**config.mk**
```make
export PLATFORM = sky130hd
export DESIGN_NAME = mem_port_arbiter
export DESIGN_NICKNAME = d
export VERILOG_FILES = /design/src/rtl/mem_port_arbiter_pkg.sv /design/src/rtl/mem_port_arbiter_rr_pick2.sv /design/src/rtl/mem_port_arbiter.sv
export SDC_FILE = /design/constraint.sdc
export NUM_CORES = 1
export LEC_CHECK = 0
export ABC_AREA = 1
export CAP_MARGIN = 20
export CORE_AREA = 2 2 288 290
export CTS_BUF_LIST = sky130_fd_sc_hd__clkbuf_2
export CTS_CLUSTER_SIZE = 8
export DETAILED_ROUTE_END_ITERATION = 10
export DIE_AREA = 0 0 290 292
export SETUP_SLACK_MARGIN = 0.5
export SLEW_MARGIN = 30
export SYNTH_ARGS = -nofsm -noshare
export SYNTH_HDL_FRONTEND = slang
export SYNTH_HIERARCHICAL = 1
export SYNTH_SLANG_ARGS = --single-unit
```
**constraint.sdc**
```tcl
create_clock -name clk -period 1.5 [get_ports clk]
set_input_delay 0.375 -clock clk [delete_from_list [all_inputs] [get_ports clk]]
set_output_delay 0.375 -clock clk [all_outputs]
set_load 0.005 [all_outputs]
```
**src/rtl/mem_port_arbiter_pkg.sv**
```systemverilog
// Shared definitions for the memory port arbiter.
// Contents:
//   DEFAULT_ADDR_W / DEFAULT_DATA_W - default block address and block data widths
//   arb_state_t                     - arbiter FSM states
//   REQ_I / REQ_D                   - requester IDs used for grants and last_grant
package mem_port_arbiter_pkg;

  localparam int DEFAULT_ADDR_W = 28;
  localparam int DEFAULT_DATA_W = 128;

  typedef enum logic [1:0] {
    IDLE   = 2'd0,
    BUSY_I = 2'd1,
    BUSY_D = 2'd2
  } arb_state_t;

  localparam logic REQ_I = 1'b0;
  localparam logic REQ_D = 1'b1;

endpackage

```
**src/rtl/mem_port_arbiter_rr_pick2.sv**
```systemverilog
// Combinational two-way round-robin pick between the I-cache and the D-cache.
// Ports:
//   req_i, req_d - pending requests from each requester
//   last_grant   - ID of the requester granted most recently
//   grant_valid  - at least one requester is pending
//   grant_id     - ID of the requester to grant (meaningful when grant_valid)
module rr_pick2
  import mem_port_arbiter_pkg::*;
(
  input  logic req_i,
  input  logic req_d,
  input  logic last_grant,
  output logic grant_valid,
  output logic grant_id
);

  // On contention the requester that did not win last time goes next.
  always_comb begin
    grant_valid = req_i | req_d;
    grant_id    = REQ_I;
    if (req_i && req_d) begin
      grant_id = (last_grant == REQ_I) ? REQ_D : REQ_I;
    end else if (req_d) begin
      grant_id = REQ_D;
    end
  end

endmodule

```
**src/rtl/mem_port_arbiter.sv**
```systemverilog
// Shares one main-memory block port between the I-cache and the D-cache.
// One transaction at a time, round-robin on contention. The winning request's
// address, type and write data are latched onto registered memory strobes;
// the completion (mem_busywait low while a strobe is up) is routed only to
// the owner, while any other pending requester stays in busywait.
// Ports:
//   clk, reset                        - clock, asynchronous active-low reset
//   i_read, i_address                 - I-cache block read request
//   i_readdata, i_busywait            - I-cache response / stall
//   d_read, d_write, d_address,
//   d_writedata                       - D-cache block read / write-back request
//   d_readdata, d_busywait            - D-cache response / stall
//   mem_read, mem_write, mem_address,
//   mem_writedata                     - registered memory request
//   mem_readdata, mem_busywait        - memory response
module mem_port_arbiter
  import mem_port_arbiter_pkg::*;
#(
  parameter int ADDR_W = DEFAULT_ADDR_W,
  parameter int DATA_W = DEFAULT_DATA_W
) (
  input  logic              clk,
  input  logic              reset,
  input  logic              i_read,
  input  logic [ADDR_W-1:0] i_address,
  output logic [DATA_W-1:0] i_readdata,
  output logic              i_busywait,
  input  logic              d_read,
  input  logic              d_write,
  input  logic [ADDR_W-1:0] d_address,
  input  logic [DATA_W-1:0] d_writedata,
  output logic [DATA_W-1:0] d_readdata,
  output logic              d_busywait,
  output logic              mem_read,
  output logic              mem_write,
  output logic [ADDR_W-1:0] mem_address,
  output logic [DATA_W-1:0] mem_writedata,
  input  logic [DATA_W-1:0] mem_readdata,
  input  logic              mem_busywait
);

  arb_state_t        state_q, state_d;
  logic              last_grant_q, last_grant_d;
  logic              mem_read_q, mem_read_d;
  logic              mem_write_q, mem_write_d;
  logic [ADDR_W-1:0] mem_address_q, mem_address_d;
  logic [DATA_W-1:0] mem_writedata_q, mem_writedata_d;

  logic req_i, req_d;
  logic grant_valid, grant_id;
  logic i_done, d_done;

  assign req_i = i_read;
  assign req_d = d_read | d_write;

  rr_pick2 u_pick (
    .req_i       (req_i),
    .req_d       (req_d),
    .last_grant  (last_grant_q),
    .grant_valid (grant_valid),
    .grant_id    (grant_id)
  );

  // Grants happen only from IDLE, so a finished transaction always leaves
  // one IDLE cycle in which both requesters compete again. A D request with
  // both read and write high is a write-back.
  always_comb begin
    state_d         = state_q;
    last_grant_d    = last_grant_q;
    mem_read_d      = mem_read_q;
    mem_write_d     = mem_write_q;
    mem_address_d   = mem_address_q;
    mem_writedata_d = mem_writedata_q;
    case (state_q)
      IDLE: begin
        if (grant_valid) begin
          last_grant_d = grant_id;
          if (grant_id == REQ_D) begin
            state_d       = BUSY_D;
            mem_address_d = d_address;
            mem_write_d   = d_write;
            mem_read_d    = ~d_write;
            if (d_write) begin
              mem_writedata_d = d_writedata;
            end
          end else begin
            state_d       = BUSY_I;
            mem_address_d = i_address;
            mem_read_d    = 1'b1;
            mem_write_d   = 1'b0;
          end
        end
      end
      BUSY_I, BUSY_D: begin
        if (!mem_busywait) begin
          state_d     = IDLE;
          mem_read_d  = 1'b0;
          mem_write_d = 1'b0;
        end
      end
      default: begin
        state_d     = IDLE;
        mem_read_d  = 1'b0;
        mem_write_d = 1'b0;
      end
    endcase
  end

  // last_grant resets to I so that the D-cache wins the first contention.
  always_ff @(posedge clk or negedge reset) begin
    if (!reset) begin
      state_q         <= IDLE;
      last_grant_q    <= REQ_I;
      mem_read_q      <= 1'b0;
      mem_write_q     <= 1'b0;
      mem_address_q   <= '0;
      mem_writedata_q <= '0;
    end else begin
      state_q         <= state_d;
      last_grant_q    <= last_grant_d;
      mem_read_q      <= mem_read_d;
      mem_write_q     <= mem_write_d;
      mem_address_q   <= mem_address_d;
      mem_writedata_q <= mem_writedata_d;
    end
  end

  assign mem_read      = mem_read_q;
  assign mem_write     = mem_write_q;
  assign mem_address   = mem_address_q;
  assign mem_writedata = mem_writedata_q;

  // Completion is released combinationally so the owner can leave its stall
  // in the same cycle the memory finishes.
  assign i_done = (state_q == BUSY_I) && !mem_busywait;
  assign d_done = (state_q == BUSY_D) && !mem_busywait;

  assign i_busywait = req_i && !i_done;
  assign d_busywait = req_d && !d_done;

  assign i_readdata = i_done ? mem_readdata : '0;
  assign d_readdata = d_done ? mem_readdata : '0;

endmodule

```
After elaboration in Yosys (flattened, before gate mapping)
Cells that the tools add are included.
W data, S select, Z words.
- register bits: 161
- input port bits: 318
- output and inout port bits: 416
- logic and storage cells: 43
- equal/unequal tests: 4
- multiplexer cells: 17
- bitwise operators: 3
- reductions and logical operators: 13
- operators with widths (operator ; number):
    $mux W128 ; 2
    $mux W28 ; 1
    $mux W1 ; 8
    $mux W2 ; 3
    $logic_and A1 B1 Y1 ; 5
    $ne A2 B2 Y1 const B ; 2
    $pmux W1 S2 ; 2
    $pmux W2 S2 ; 1
    $reduce_and A2 Y1 ; 2
    $reduce_and A4 Y1 ; 1
    $logic_not A1 Y1 ; 3
    $eq A2 B1 Y1 const B ; 1
    $eq A2 B2 Y1 const B ; 1
    $logic_not A2 Y1 ; 1
    $or A1 B1 Y1 ; 2
    $reduce_or A2 Y1 ; 1
    $not A1 Y1 ; 1

Depth between registers and ports, before layout
- word-level depth: 6
- depth in mapped cells: 10
- depth with buffers taken out: 7

Modules after synthesis
The synthesis kept the hierarchy.
- modules (own cells, without submodules) (module ; instances ; cells each ; area each (um^2) ; sequential area each (um^2)):
    mem_port_arbiter ; 1 ; 1218 ; 8386.8 ; 4028.9
    rr_pick2 ; 1 ; 3 ; 15.0 ; 0.0

Worst setup path before layout
Ideal clock, no wire load.
- path kind: input to register
- start point: in d_read
- end point: reg mem_writedata_q[125] (netlist: mem_writedata[125])
- library setup time: 123 ps
- arrival time: 1568 ps
- data required time: 1377 ps
- path slack: -191 ps
- stages on the path: 9
- path buffers: 3
- cell sequence: or2_2 -> or2_1 -> nand2_2 -> buf_6 -> nor2_4 -> buf_4 -> buf_6 -> nand2_1 -> nand2_1
- elaborated cells between the ends (all ways): 6
- classes of those cells: mux (2); bitwise (2); reduce/logical (2)
- RTL lines (item ; line ; source):
    start, declared ; mem_port_arbiter.sv:28 ; input logic d_read,
    $or A1 B1 Y1 ; mem_port_arbiter.sv:54 ; assign req_d = d_read | d_write;
    $or A1 B1 Y1 ; mem_port_arbiter_rr_pick2.sv:19 ; grant_valid = req_i | req_d;
    via grant_valid ; mem_port_arbiter.sv:50 ; logic grant_valid, grant_id;
    $reduce_and A4 Y1 (no line) ; - ;
    end signal, assigned ; mem_port_arbiter.sv:124 ; mem_writedata_q <= mem_writedata_d;
    end, declared ; mem_port_arbiter.sv:47 ; logic [DATA_W-1:0] mem_writedata_q, mem_writedata_d;
The timed path passes the listed nets, and every way through them passes these cells.
A chain may end at the register's enable or synchronous reset.

Worst setup path in the final report
- start point: reg state_q[1]
- end point: out i_readdata[28]
- word-level cells in the longest chain between the ends: 3
- RTL lines (item ; line ; source):
    start, declared ; mem_port_arbiter.sv:42 ; arb_state_t state_q, state_d;
    start signal, assigned ; mem_port_arbiter.sv:119 ; state_q <= state_d;
    $eq A2 B1 Y1 ; mem_port_arbiter.sv:135 ; assign i_done = (state_q == BUSY_I) && !mem_busywait;
    $logic_and A1 B1 Y1 ; mem_port_arbiter.sv:135 ;
    $mux W128 ; mem_port_arbiter.sv:141 ; assign i_readdata = i_done ? mem_readdata : '0;
    end, declared ; mem_port_arbiter.sv:26 ; output logic [DATA_W-1:0] i_readdata,
Every way passes these cells.

==> results.sh <==
export IMPL_ctsHoldBuffers=177
export IMPL_ys_flop_type="dfrtp_1"
export IMPL_timing_final_crit_share_pct=209.6
export IMPL_fin_skew_ns=0.06871
export IMPL_first_global_vias=12030
export IMPL_ir_drop_uv=1159
export IMPL_yosysTopAreaCell="dfrtp_1"
export IMPL_crit_fanout=9
export IMPL_gr_total_overflow=0
export IMPL_areaGrowthSynthToFinish_pct=152.6
export IMPL_critPathArrivalTime_ns=2.77
export IMPL_worstPathRequired_ns=1.12
export IMPL_core_mm2=0.08158
export IMPL_power_mw=25.59
export IMPL_synth_edf_count=0
export IMPL_place_port_buffers=733
export IMPL_syn_area_mm2=0.008402
export IMPL_slew_viol_final=0
export IMPL_power_density_mw_per_mm2=1206
export IMPL_wirelength_um=62010
export IMPL_worst_skew_pair_late_latency_ns=0.93
export IMPL_rows=105
export IMPL_drt_first_pass_iters=5
export IMPL_cts_made_buffers=17
export IMPL_drt_iter0_drc=441
export IMPL_startpoint_type="flop"
export IMPL_dp_hpwl_um=50710
export IMPL_ys_ff_latch=161
export IMPL_place_congestion=0.8431
export IMPL_final_setup_viol_count=577
export IMPL_final_core_util_pct=26.01
export IMPL_drt_wirelength_per_cell_um=18.88
export IMPL_placed_cell_area_mm2=0.01896
export IMPL_syn_area_per_cell_um2=6.881
export IMPL_synthCells=1221
export IMPL_worst_slew_pin_slew_ns=0.6528
export IMPL_hold_slack_ns=0.04490
export IMPL_ys_types=21
export IMPL_drive_gt1_share_pct=19.64
export IMPL_yosysWarnings=6
export IMPL_layout_cells_non_filler=3285
export IMPL_hold_class="in -> async"
export IMPL_die_area_mm2=0.08468
export IMPL_syn_nets=1543
export IMPL_final_hold_viol_count=0
export IMPL_clk_pin_slew_ns=0.31
export IMPL_violations="negative setup slack"
export IMPL_place_inst=3039
export IMPL_clockRootBuffer="clkbuf_2"
export IMPL_antenna_found_initial=20
export IMPL_postRouteAntennaNets=0
export IMPL_setup_slack_ns=-1.644
export IMPL_preCtsSetupSlack_ns=-1.305
export IMPL_netlist_area_leader_share_pct=47.95
export IMPL_layout_nets=2519
export IMPL_pin_count=734
export IMPL_cts_tree="built"
export IMPL_grt_use_total_pct=14.25
export IMPL_final_area_mm2=0.02122
export IMPL_drc=0
export IMPL_maxCapViolations=0
export IMPL_finalSetupTns_ns=-549.84
export IMPL_die_h_um=292
export IMPL_viasPerCell=3.526
export IMPL_status="complete, but fails checks"
export IMPL_leakage_nw=9.984
export IMPL_start_util_pct=10.30
export IMPL_synthTopCellsByArea="dfrtp_1 (48%), nand2_1 (17%), nor2_1 (12%)"
export IMPL_async_reset_ff_share_pct=100.0
export IMPL_vias=11580
export IMPL_grt_pass1_wl_um=86610
export IMPL_rsz0062_at_grt="true"
export IMPL_cts_sinks=161
export IMPL_die_w_um=290
export IMPL_fmax_ghz=0.3181
export IMPL_cts_max_level=4
export IMPL_cp_end_kind="output pin"
export IMPL_ys_seq_area_share_pct=47.95
export IMPL_relSlewSlack_pct=56.48
export IMPL_clock_path_buffers=2
export IMPL_path_class="reg -> out"
export IMPL_period_needed_ns=3.144
export IMPL_grt_max_degree=75
power breakdown:
part	switching, mW	internal, mW	total (mW)
logic	7.10	8.25	15.4
clock network	1.98	0.829	2.81
registers	1.11	6.32	7.43
total	10.2	15.4	25.6
path summary, 6_finish.rpt:
path	from	end	slack (ns)	depth (start not counted)
worst max register to register	state_q[1]	mem_writedata[99]	-0.53	10
worst min-delay path	reset	mem_writedata[66]	0.04	3
min in group clk	i_address[8]	mem_address[8]	0.23	5
max in group asynchronous	reset	mem_writedata[101]	0.72	4
worst max-delay path	state_q[1]	i_readdata[28]	-1.64	7
worst min register to register	mem_address[1]	mem_address[1]	0.51	2
flip-flops by register name, summed over array words and instances (netlist names):
signal	flops
mem_address	28
mem_writedata	128
mem_write	1
state_q	2
mem_read	1
last_grant_q	1
worst max-delay path: stages, from the launching register on:
cell,delay [ns]
dfrtp_1,0.51
inv_2,0.10
ha_4,0.18
nand2_8,0.13
buf_12,0.20
buf_12,0.15
nor2_4,0.07
clkdlybuf4s50_1,0.49
cell usage after synthesis, types with 2 or more instances:
cell and n:
inv_1 163, dfrtp_1 161, buf_6 6, buf_4 11, nor2_1 258, clkbuf_1 32, o21ai_0 156, buf_2 32
nand2_1 384, ha_1 4, nand3_1 3, buf_1 2
metal layers:
metal	GRT usage, %	vias up	wire, um
met2	26.50	552	31850
met3	4.118	74	4230
met5	0	-	22
li1	-	5587	-
met4	4.002	4	1964
met1	15.64	5365	23940
cells by family (layout without fill, tap and decap cells):
kind of cell / Yosys count / after routing / synth area share [%]
adder cells (fa/ha/maj): 4 / 4 / 0.5957
AND/OR/NAND/NOR: 651 / 651 / 29.43
buffers and inverters: 246 / 1235 / 12.49
AO/OA/AOI/OAI: 159 / 159 / 9.531
other: 0 / 5 / 0
flip-flops: 161 / 161 / 47.95
cell usage in the layout, fill, tap and decap left out, types with 4 or more instances in the layout:
cell             synthesis  final
clkdlybuf4s15_2          0     15
nor2_1                 258     81
dlymetal6s2s_1           0     26
dlygate4sd2_1            0     30
dfrtp_1                161    161
diode_2                  0      5
buf_12                   0     30
clkdlybuf4s15_1          0      6
buf_4                   11     99
dlygate4sd3_1            0    176
buf_6                    6      8
o21ai_0                156    156
clkbuf_2                 0     46
inv_1                  163    161
inv_6                    0      4
nor2_4                   1    150
nand2_1                384    382
nor2_2                   0     28
clkdlybuf4s50_1          0    587
buf_2                   32     25
timing repair:
item	4_1_cts	5_1_grt
cloned	3	3
endpoints found under the setup margin	577	577
gates resized for setup	150	136
hold endpoints to repair	314	11
buffers inserted	7	19
area by class of cell:
type                    count  area (um2)
well taps                1070        1339
diodes                      5       12.51
clock buffers              17       85.08
clock inverters            15       171.4
inverters                 163       611.8
multi-input cells         814        4597
fillers                  8744       60360
flip-flops and latches    161        4029
repair buffers           1040       10380
Note: power is estimated with default switching activity, not from simulation.
